File: config.mk
export PLATFORM = sky130hd
export DESIGN_NAME = fetch_controller
export DESIGN_NICKNAME = d
export VERILOG_FILES = /design/src/rtl/fetch_controller.sv
export SDC_FILE = /design/constraint.sdc
export NUM_CORES = 1
export LEC_CHECK = 0
export CAP_MARGIN = 20
export CORE_ASPECT_RATIO = 1.2
export CORE_MARGIN = 2
export CORE_UTILIZATION = 30
export DETAILED_ROUTE_END_ITERATION = 10
export GPL_TIMING_DRIVEN = 0
export PLACE_DENSITY_LB_ADDON = 0.05
export SLEW_MARGIN = 20
export SYNTH_ARGS = -nofsm -noshare
export SYNTH_HDL_FRONTEND = slang
export SYNTH_SLANG_ARGS = --single-unit
File: constraint.sdc
create_clock -name clk -period 8.9 [get_ports clk]
set_input_delay 1.78 -clock clk [delete_from_list [all_inputs] [get_ports clk]]
set_output_delay 1.78 -clock clk [all_outputs]
set_load 0.03 [all_outputs]
File: src/rtl/fetch_controller.sv
// Instruction fetch sequencer: PC, one-entry output register, redirects,
// and a stop on a delivered ECALL or on a misaligned redirect.
module fetch_controller #(
    parameter logic [63:0] RESET_PC   = 64'h0,
    parameter logic [31:0] ECALL_WORD = 32'h00000073,
    parameter int          CNT_W      = 32
) (
    input  logic             clk,
    input  logic             reset,
    output logic [63:0]      imem_addr,
    input  logic [31:0]      imem_instr,
    output logic             out_valid,
    input  logic             out_ready,
    output logic [31:0]      out_instr,
    output logic [63:0]      out_pc,
    input  logic             redirect_valid,
    input  logic [63:0]      redirect_pc,
    output logic             halted,
    output logic             err,
    output logic [CNT_W-1:0] fetch_count
);

    typedef enum logic [1:0] {
        RUN,
        DRAIN,
        HALT,
        ERR
    } state_t;

    state_t      state;
    logic [63:0] pc;
    logic        fire;
    logic        load;
    logic        is_ecall;
    logic        aligned;

    localparam logic [CNT_W-1:0] CNT_ONE = {{(CNT_W-1){1'b0}}, 1'b1};

    // Combinational fetch address and handshake qualifiers
    always_comb begin
        imem_addr = pc;
        fire      = out_valid & out_ready;
        load      = ~out_valid | out_ready;
        is_ecall  = (imem_instr == ECALL_WORD);
        aligned   = (redirect_pc[1:0] == 2'b00);
    end

    // Fetch FSM with registered outputs and saturating delivery counter
    always_ff @(posedge clk or posedge reset) begin
        if (reset) begin
            state       <= RUN;
            pc          <= RESET_PC;
            out_valid   <= 1'b0;
            out_instr   <= '0;
            out_pc      <= '0;
            halted      <= 1'b0;
            err         <= 1'b0;
            fetch_count <= '0;
        end else begin
            if (fire && (fetch_count != '1)) begin
                fetch_count <= fetch_count + CNT_ONE;
            end
            case (state)
                RUN, DRAIN: begin
                    if (redirect_valid) begin
                        out_valid <= 1'b0;
                        if (aligned) begin
                            pc    <= redirect_pc;
                            state <= RUN;
                        end else begin
                            err   <= 1'b1;
                            state <= ERR;
                        end
                    end else if (state == RUN) begin
                        if (load) begin
                            out_instr <= imem_instr;
                            out_pc    <= pc;
                            out_valid <= 1'b1;
                            if (is_ecall) begin
                                state <= DRAIN;
                            end else begin
                                pc <= pc + 64'd4;
                            end
                        end
                    end else if (fire) begin
                        out_valid <= 1'b0;
                        halted    <= 1'b1;
                        state     <= HALT;
                    end
                end
                default: begin
                    out_valid <= 1'b0;
                end
            endcase
        end
    end

endmodule
---- After elaboration in Yosys (flattened, before gate mapping) ----
Cells that the tools add are included.
storage, ports and cells
  register bits after elaboration ......... 197
  input port bits ......................... 100
  logic and storage cells ................. 54
operators by class
  add/subtract/negate cells ............... 2
  eq/ne operators ......................... 9
  mux-type cells .......................... 16
  bitwise gates (word level) .............. 6
  reduce and logical (&&, ||, !) cells .... 13
operators by type and width
  cell                                             count
  two-way mux 64 bit                               5
  adder 64 x 3 -> 64 bit (second input constant)   1
  adder 32 x 1 -> 32 bit (second input constant)   1
  == test 32 x 7 -> 1 bit (second input constant)  1
  != test 32 bit (second input constant)           1
  two-way mux 2 bit                                6
  AND reduction 4 bit                              3
  != test 4 bit (second input constant)            2
  != test 3 bit (second input constant)            2
  two-way mux 1 bit                                5
  AND reduction 5 bit                              1
  logical NOT 2 bit                                2
  NOT 1 bit                                        4
  nonzero test 2 bit                               2
  AND reduction 3 bit                              1
  nonzero test 3 bit                               1
  == test 2 x 1 -> 1 bit (second input constant)   1
  != test 2 x 1 -> 1 bit (second input constant)   1
  != test 2 bit (second input constant)            1
  AND reduction 2 bit                              1
  OR reduction 2 bit                               1
  AND 1 bit                                        1
  logical AND 1 bit                                1
  bitwise OR 1 bit                                 1

---- Depth between registers and ports, before layout ----
Gate-level depths: netlist of the first run.
  depth in word-level cells ............... 6
  depth in mapped cells ................... 9
  gate-level depth less buffers ........... 7

---- Worst setup path after synthesis of the first run ----
Ideal clock, no wire load.
  path type ............................... input to register
  from .................................... input imem_instr[15]
  to ...................................... register pc[2] (netlist: imem_addr[2])
  library setup time ...................... 96 ps
  data arrival time ....................... 3550 ps
  data required time ...................... 8804 ps
  slack ................................... 5254 ps
  stages .................................. 8
  buffers on the path ..................... 2
  cells stage by stage .................... nand4b_1 -> or4_4 -> or4_1 -> buf_2 -> a21oi_4 -> buf_6 -> nor3_1 -> a311oi_2
between the ends
  cells in the longest elaborated chain, start to end .. 3
RTL lines
  element                               line  source
  start, declared                       11    input logic [31:0] imem_instr,
  == test 32 x 7 -> 1 bit               44    is_ecall = (imem_instr == ECALL_WORD);
  != test 2 bit (no source line)        --
  AND reduction 5 bit (no source line)  --
  end signal, assigned                  68    pc <= redirect_pc;
  end signal, assigned                  82    pc <= pc + 64'd4;
  end, declared                         31    logic [63:0] pc;
Every way passes these cells.
A chain may end at the register's enable or synchronous reset.

---- Final worst setup path of the first run ----
  from .................................... input imem_instr[19]
  to ...................................... register pc[62] (netlist: imem_addr[62])
Same word-level chain as after synthesis.

==> results of run 1 <==
==> metrics by stage <==
stage          power (mW)  util [%]  instances  hold slack, ns  TNS (ns)
3_5_place_dp         1.13      41.7       1607           0.457         0
3_3_place_gp         1.13      41.5       1604           0.463   -327.97
4_1_cts              1.95      43.6       1639           0.478         0
5_1_grt              2.00      43.6       1640           0.484         0
2_1_floorplan        1.02         -        910           0.517         0
6_report             1.92      43.6       1642           0.472         0
==> path summary, 6_finish.rpt <==
check                                            end  slack, ns  depth (start not counted)
max                        imem_addr[62]$_DFFE_PP0P_       4.39                          8
min                               halted$_DFFE_PP0P_       0.47                          1
max reg2reg                imem_addr[44]$_DFFE_PP0P_       5.83                          7
min reg2reg                       halted$_DFFE_PP0P_       0.47                          1
max in group asynchronous   imem_addr[7]$_DFFE_PP0P_       6.41                          3
min in group asynchronous     out_pc[59]$_DFFE_PP0P_       1.75                          2
==> flip-flops by register name, summed over array words and instances (netlist names) <==
| register | cells |
|---|---|
| state | 2 |
| out_valid | 1 |
| out_instr | 32 |
| err | 1 |
| halted | 1 |
| out_pc | 64 |
| fetch_count | 32 |
| imem_addr | 64 |
==> cells by family after synthesis <==
logic type                 count (synthesis)  synth area share (%)
muxes                                    101                  11.8
adders and majority gates                  2                 0.261
xor gates and xnor gates                  31                  2.84
DFF                                      197                  51.5
buffers and inverters                     62                  2.74
and+or+nand+nor                          345                  19.2
AOI/OAI and AO/OA                        172                  11.6
==> power groups by stage <==
stage	clock network (mW)	registers, mW	logic [mW]
2_1_floorplan	0	0.970	0.0497
3_3_place_gp	0	0.947	0.181
3_5_place_dp	0	0.946	0.185
4_1_cts	0.832	0.929	0.186
5_1_grt	0.869	0.932	0.197
6_report	0.805	0.929	0.183
==> metal layers <==
metal  global-route usage (%)  vias to the layer above
met4                     6.90                        4
met2                     35.4                      287
met1                     26.7                     4306
met3                     5.76                       43
li1                         -                     4040
met5                        0                        -
==> layout make-up <==
class / instances / area (um^2)
timing repair buffer: 296 / 2990
multi-input combinational: 651 / 4390
fill: 3094 / 17700
buffer: 48 / 210
clock inverter: 11 / 125
clock buffer: 21 / 470
sequential: 197 / 4930
tap: 401 / 502
inverter: 14 / 60.1
antenna: 3 / 7.51
==> cell usage after synthesis, types with 3 or more instances <==
library cell | number | area [um^2]
dfrtp_1 | 197 | 4930
nand4_1 | 34 | 213
nand3_1 | 49 | 245
nor3_1 | 32 | 160
a32oi_1 | 10 | 87.6
a31oi_1 | 5 | 31.3
o2bb2ai_1 | 3 | 26.3
and4_1 | 11 | 96.3
o32ai_1 | 3 | 26.3
or4_1 | 11 | 82.6
o21ai_0 | 43 | 215
o21a_1 | 5 | 37.5
xnor2_1 | 17 | 149
mux2i_1 | 4 | 40.0
o22ai_1 | 20 | 125
a22oi_1 | 12 | 90.1
nor4_1 | 29 | 181
buf_2 | 13 | 65.1
and2_1 | 10 | 62.6
inv_1 | 14 | 52.6
a21oi_1 | 38 | 190
xor2_1 | 14 | 123
mux2_2 | 97 | 1090
and3_1 | 13 | 81.3
a211oi_1 | 3 | 22.5
nor2_1 | 66 | 248
o211ai_1 | 7 | 52.6
clkbuf_1 | 31 | 116
nand2_1 | 67 | 251
==> worst register-to-register path: cells and delay by family (launching register included) <==
family / cells / cell delay (ns)
DFF: 1 / 0.49
AOI/OAI and AO/OA: 2 / 0.29
and+or+nand+nor: 4 / 1.85
buffers and inverters: 1 / 0.36
==> metrics, run 1 <==
clk_lat worst skew 0.44 ns; most common cell after layout, fill and taps aside clkdlybuf4s50_1; final WL 35.7 mm; Period minus WS final 4.51 ns; commonest non-fill, non-tap cells in the layout clkdlybuf4s50_1, dfrtp_1, mux2_2; post-route cell area 13,700 um^2; die height 200 um; Pleak 5.71 nW; f_max 222 MHz; Vias/cell 5.29; Final Max Tran Viols 0; CP peak stage delay 0.79 ns; Worst Hold Launch halted$_DFFE_PP0P_; initial cell density of the core 30.5%; top sig layer met5; post-CTS setup buffers 0; number of port buffers 293; part of the power in registers 48.5%; VDD IR max 0.0000960 V; vias 8,680; post-DP HPWL 26.3 mm; Synth Flop Type dfrtp_1; pin count of the biggest net entering global routing 73; Setup crit start imem_instr[19]; nets@finish 1,327; area of the mapped netlist 9570 um^2; # hold bufs at CTS 0; Seq/Total Area, Yosys 51.5%; Net Switching 485 uW; CP Max Fanout 10; Clock Path Buffers 2; status completed; core box area 31,400 um^2; Sw Ratio 25.3%; Pwr Density 140 nW/um^2; drt first pass iters 5; die area 33,400 um^2; number of synthesized flops with an enable pin 0; CTS clock-pin slew for the worst setup and hold paths 0.07 ns; Mapped Cells 910; CTS tree built; worst path arrival time 4.81 ns; pre-CTS setup slack 3.91 ns; post-CTS sizing 0; Post-synth ARST share 100%; # rows 71; RSZ-0062 raised after global routing false; initial DRC count 431; Met2 Wirelength 17.2 mm; Num CTS Buffers 17; Die Span X 167 um; GRT Overall Usage 21.2%; fin crit share 50.6%; Top delay family on crit path simple AND/OR/NAND/NOR gates; met1 wire length 15.3 mm; placed cell areas 13,100 um^2; CP Buf/Inv Count 2; Warnings, synthesis 0; Synth Area per Inst 10.5 um^2; worst setup path class in -> reg; Synth cell types 64; Sink Count 197; # setup viols final 0; worst relative slew slack 30.6%; Layout Skew 0.0117 ns; Net Count, Synth 1,012; crit-path cells clkdlybuf4s50_1, nor4_1, nand2_1, nor4_4, o21ai_1, clkbuf_1, o21ai_0, a21oi_1; CP startpoint kind primary input; clock root buffer clkbuf_16; met3 wire len 2.28 mm; Int Pwr 1.43 mW; drt wl/cell 21.8 um; first-pass GRT wire length 54.0 mm; Worst-Margin Slew 1.04 ns; Hold Crit Class reg -> reg; R2R Path Start imem_addr[10]$_DFFE_PP0P_; vias in the first global route 8,777; area delta synth->final 42.9%; clock network power share 42.0%; Setup WS post-layout 4.39 ns; # IOs 295; Synth Register Bits 197; DRC errors left 0; H-tree Lvls 4; Comb power frac 9.6%; CP max stage cell nor4_4; Hold Violations, Final 0; total grt overflow 0; Post-DRT Antenna Nets 0; share of layout cells above drive strength 1 13.2%; CP required 9.20 ns; gp weighted congestion 0.813; initial antenna violation count 3; max-cap viol count 0; CP Capture Type register
(Power assumes the default switching activity.)
==> run 2: changes to the inputs <==
- clock period: 8.9 -> 4 ns (I/O delays scaled with it)
==> metrics, run 2 (synthesized netlist as in run 1, its figures left out) <==
status completed; CP startpoint kind primary input; Pwr Density 309 nW/um^2 (+120%); post-CTS sizing 0 (unchanged); die height 200 um (unchanged); gp weighted congestion 0.808 (-0.63%); Die Span X 167 um (unchanged); Worst-Margin Slew 1.14 ns (+0.0995 ns); f_max 282 MHz; most common cell after layout, fill and taps aside clkdlybuf4s50_1; Hold Violations, Final 0 (unchanged); pin count of the biggest net entering global routing 32 (-56%); # setup viols final 0 (unchanged); Post-DRT Antenna Nets 0 (unchanged); CP required 4.29 ns (-4.91 ns); Vias/cell 5.32 (+0.58%); vias in the first global route 8,959 (+2.1%); initial antenna violation count 4 (+1); vias 8,757 (+0.89%); Hold Path Cell Cnt 1 (unchanged); final WL 35.6 mm (-0.24%); core box area 31,400 um^2 (unchanged); Pleak 5.74 nW (+0.44%); CP max stage cell nor4_4; Worst path depth 8 (unchanged); VDD IR max 0.000236 V (+150%); clock root buffer clkbuf_16; area delta synth->final 43.8%; CTS tree built; Worst Hold Launch err$_DFFE_PP0P_; post-DP HPWL 26.9 mm (+2.0%); RSZ-0062 raised after global routing false; DP Cell Count 1,612 (+0.31%); Final Non-Filler Cells 1,647 (+0.30%); # rows 71 (unchanged); Worst R2R Path Depth 7 (unchanged); # IOs 295 (unchanged); final core utilization 43.9% (+0.26 points); Final Max Tran Viols 0 (unchanged); commonest non-fill, non-tap cells in the layout clkdlybuf4s50_1, dfrtp_1, mux2_2; Setup crit start imem_instr[19]; CP Max Fanout 10 (unchanged); Num CTS Buffers 17 (unchanged); share of layout cells above drive strength 1 13.4% (+0.19 points); worst setup path class in -> reg; Sink Count 197 (unchanged); CP Buf/Inv Count 2 (unchanged); Clock Path Buffers 2 (unchanged); capturing point of the worst reg2reg path imem_addr[52]$_DFFE_PP0P_; fin crit share 88.5%; Hold Crit Class reg -> reg; GRT Overall Usage 21.3% (+0.14 points); nets@finish 1,332 (+0.38%); clk_lat worst skew 0.44 ns (about the same); R2R Path Start imem_addr[10]$_DFFE_PP0P_; initial cell density of the core 30.5% (unchanged); worst hold slack 0.490 ns (+0.0176 ns); DRC errors left 0 (unchanged); max-cap viol count 0 (unchanged); die area 33,400 um^2 (unchanged); post-CTS setup buffers 0 (unchanged); R2R setup slack 0.98 ns (-4.85 ns); CP peak stage delay 0.80 ns (about the same); Top delay family on crit path simple AND/OR/NAND/NOR gates; crit-path cells clkdlybuf4s50_1, nor4_1, nand2_1, nor4_4, o21ai_1, clkbuf_1, o21ai_0, a21oi_1; worst path arrival time 3.83 ns (-0.98 ns); CP Capture Type register; worst relative slew slack 24.0% (-6.7 points); drt first pass iters 5 (unchanged); # hold bufs at CTS 0 (unchanged); total grt overflow 0 (unchanged); Period minus WS final 3.54 ns; number of port buffers 293 (unchanged); Layout Skew 0.0150 ns (+0.00323 ns); first-pass GRT wire length 54.5 mm (+0.96%); H-tree Lvls 4 (unchanged); CTS clock-pin slew for the worst setup and hold paths 0.07 ns (about the same); drt wl/cell 21.6 um (-0.54%); initial DRC count 570 (+32%); Worst Setup EP imem_addr[62]$_DFFE_PP0P_
==> run 2: cell count changes in the layout (fill, tap and decap cells not counted), sizes merged <==
| cell | before | now |
|---|---|---|
| buf | 18 | 23 |
| clkinvlp | 2 | 4 |
| clkbuf | 54 | 55 |
| clkinv | 6 | 4 |
| inv | 15 | 14 |
==> run 2: cell type report <==
class | instances | area (um^2)
diodes | 3 | 7.51
well taps | 401 | 502
fillers | 3071 | 17600
repair buffers | 301 | 3090
clock inverters | 10 | 123
inverters | 14 | 56.3
flip-flops and latches | 197 | 4930
clock buffers | 22 | 464
multi-input cells | 651 | 4390
plain buffers | 48 | 210
==> run 2: per-stage QoR <==
| step | setup WS (ns) | instance area [um^2] | power [mW] | setup TNS [ns] |
|---|---|---|---|---|
| after global placement | -1.33 | 13000 | 2.51 | -301.42 |
| after global routing | 0.347 | 13800 | 4.42 | 0 |
| after detailed placement | -0.0182 | 13200 | 2.53 | -0.0296 |
| after floorplan | 0.654 | 9580 | 2.27 | 0 |
| final | 0.458 | 13800 | 4.26 | 0 |
| after CTS | 0.438 | 13800 | 4.33 | 0 |
==> run 2: where the power goes <==
group | switching (mW) | total, mW | leakage [nW] | internal (mW)
combinational | 0.219 | 0.418 | 2.90 | 0.199
clock | 0.811 | 1.77 | 0.277 | 0.961
sequential | 0.0427 | 2.07 | 2.55 | 2.02
total | 1.07 | 4.26 | 5.74 | 3.18
==> run 2: layer usage <==
metal / routed length, um / vias to the layer above / GRT usage, %
met5: 23 / - / 0
met4: 821 / 4 / 7.09
met3: 2420 / 50 / 6.32
met2: 17300 / 292 / 35.4
met1: 15100 / 4358 / 26.7
li1: - / 4053 / -
==> run 2: how the worst min path moves through the flow <==
stage / to / slack (ns)
after floorplan: out_valid$_DFFE_PP0P_ / 0.52
after global placement: halted$_DFFE_PP0P_ / 0.46
after detailed placement: halted$_DFFE_PP0P_ / 0.46
after CTS: halted$_DFFE_PP0P_ / 0.49
after global routing: err$_DFFE_PP0P_ / 0.51
final: err$_DFFE_PP0P_ / 0.49
==> run 2: worst register-to-register path, delay by kind of cell, from the launching register on <==
kind,cells,cell delay [ns]
and+or+nand+nor,5,1.96
AOI/OAI and AO/OA,1,0.14
buffers and inverters,1,0.35
DFF,1,0.49
==> run 3: changes to the inputs <==
- CORE_MARGIN: 2 -> default
- SETUP_SLACK_MARGIN: default -> 0.15
- TNS_END_PERCENT: default -> 100
==> metrics, run 3 (synthesized netlist as in run 1, its figures left out) <==
status completed; drt first pass iters 5 (unchanged); GRT Overall Usage 22.0% (+0.66 points); vias in the first global route 8,782 (-2.0%); gp weighted congestion 0.855 (+5.8%); Period minus WS final 3.43 ns (-0.115 ns); CP Max Fanout 10 (unchanged); Pwr Density 303 nW/um^2 (-1.8%); Worst R2R Path Depth 7 (unchanged); most common cell after layout, fill and taps aside clkdlybuf4s50_1; Vias/cell 5.32 (about the same); first-pass GRT wire length 53.6 mm (-1.8%); pin count of the biggest net entering global routing 33 (+3.1%); worst path arrival time 3.73 ns (-0.10 ns); met3 wire len 2.65 mm (+9.5%); CTS tree built; DP Cell Count 1,611 (-0.062%); Hold Crit Class reg -> reg; CP required 4.30 ns (about the same); Clock Path Buffers 2 (unchanged); Layout Skew 0.0104 ns (-0.00457 ns); area delta synth->final 43.1%; core box area 31,400 um^2 (unchanged); post-DP HPWL 26.4 mm (-1.6%); Pleak 5.72 nW (-0.31%); H-tree Lvls 4 (unchanged); DRC errors left 0 (unchanged); number of port buffers 293 (unchanged); # setup viols final 0 (unchanged); CP startpoint kind primary input; CP Capture Type register; R2R setup slack 0.99 ns (about the same); Hold Violations, Final 0 (unchanged); CP peak stage delay 0.73 ns (-0.07 ns); initial antenna violation count 6 (+2); pre-CTS setup slack 0.0802 ns (+0.0984 ns); Post-DRT Antenna Nets 0 (unchanged); Final Non-Filler Cells 1,644 (-0.18%); vias 8,741 (-0.18%); RSZ-0062 raised after global routing false; drt wl/cell 21.5 um (-0.71%); VDD IR max 0.000219 V (-6.9%); max-cap viol count 0 (unchanged); initial cell density of the core 30.5% (unchanged); Sink Count 197 (unchanged); die area 32,600 um^2 (-2.2%); # IOs 295 (unchanged); worst hold slack 0.486 ns (-0.00387 ns); clock root buffer clkbuf_16; CTS clock-pin slew for the worst setup and hold paths 0.07 ns (about the same); commonest non-fill, non-tap cells in the layout clkdlybuf4s50_1, dfrtp_1, mux2_2; capturing point of the worst reg2reg path imem_addr[44]$_DFFE_PP0P_; final WL 35.3 mm (-0.89%); die height 198 um (-1.0%); # rows 71 (unchanged); post-CTS setup buffers 0 (unchanged); clk_lat worst skew 0.44 ns (about the same); Setup crit start imem_instr[0]; nets@finish 1,331 (-0.075%); f_max 292 MHz (+3.4%); crit-path cells clkdlybuf4s50_1, nand2_1, or4_4, nor4_4, o21ai_1, clkbuf_1, o21ai_0, a21oi_1; # hold bufs at CTS 0 (unchanged); R2R Path Start imem_addr[10]$_DFFE_PP0P_; top sig layer met5; Final Max Tran Viols 0 (unchanged); share of layout cells above drive strength 1 13.4% (-0.070 points); Setup WS post-layout 0.573 ns (+0.115 ns); Met2 Wirelength 17.3 mm (about the same); fin crit share 85.7% (-2.9 points); Die Span X 165 um (-1.2%); met1 wire length 14.7 mm (-2.6%); total power 4.16 mW (-2.3%); Num CTS Buffers 17 (unchanged); total grt overflow 0 (unchanged); initial DRC count 470 (-18%); CP max stage cell nor4_4; post-CTS sizing 0 (unchanged); Worst-Margin Slew 1.12 ns (-0.0196 ns); Worst Setup EP imem_addr[58]$_DFFE_PP0P_; worst relative slew slack 25.3% (+1.3 points); worst setup path class in -> reg
## run 3: changes by cell type in the layout (fill, tap and decap cells not counted), sizes merged, moves of 2 or more
cell	previous run	this run
bufinv	2	0
clkinv	4	7
clkinvlp	4	1
diode	3	1
## run 3: worst min-delay path by stage
stage	start	end	slack, ns	depth (start not counted)
floorplan	state[0]$_DFFE_PP0P_	out_valid$_DFFE_PP0P_	0.52	1
global route	halted$_DFFE_PP0P_	halted$_DFFE_PP0P_	0.50	1
global placement	halted$_DFFE_PP0P_	halted$_DFFE_PP0P_	0.46	1
detailed placement	halted$_DFFE_PP0P_	halted$_DFFE_PP0P_	0.46	1
CTS	halted$_DFFE_PP0P_	halted$_DFFE_PP0P_	0.49	1
finish	halted$_DFFE_PP0P_	halted$_DFFE_PP0P_	0.49	1
## run 3: per-stage QoR
step | setup TNS [ns] | util [%] | cell area, um^2
after floorplan | 0 | - | 9580
after global placement | -297.93 | 41.5 | 13000
after detailed placement | 0 | 41.9 | 13100
after CTS | 0 | 43.7 | 13700
after global routing | 0 | 43.7 | 13700
final | 0 | 43.7 | 13700
## run 3: power breakdown
part           switching (mW)  internal [mW]
logic                   0.218          0.196
registers              0.0429           2.02
clock network           0.821          0.855
total                    1.08           3.07
## run 3: worst max-delay path, delay by kind of cell
family / cells / cell delay (ns)
AOI/OAI and AO/OA: 3 / 0.67
buffers and inverters: 2 / 0.94
and+or+nand+nor: 3 / 1.31
## run 3: per-layer routing
| layer | global-route usage (%) | up-vias |
|---|---|---|
| li1 | - | 4039 |
| met1 | 27.8 | 4349 |
| met2 | 36.0 | 298 |
| met3 | 6.62 | 43 |
| met4 | 6.42 | 12 |
| met5 | 0 | - |
## run 3: layout make-up
type                            count  area (um^2)
Buffer                             48          210
Clock buffer                       23          478
Antenna cell                        1         2.50
Inverter                           14         56.3
Fill cell                        3067        17700
Clock inverter                      9         71.3
Sequential cell                   197         4930
Timing Repair Buffer              300         3060
Multi-Input combinational cell    651         4390
Tap cell                          401          502
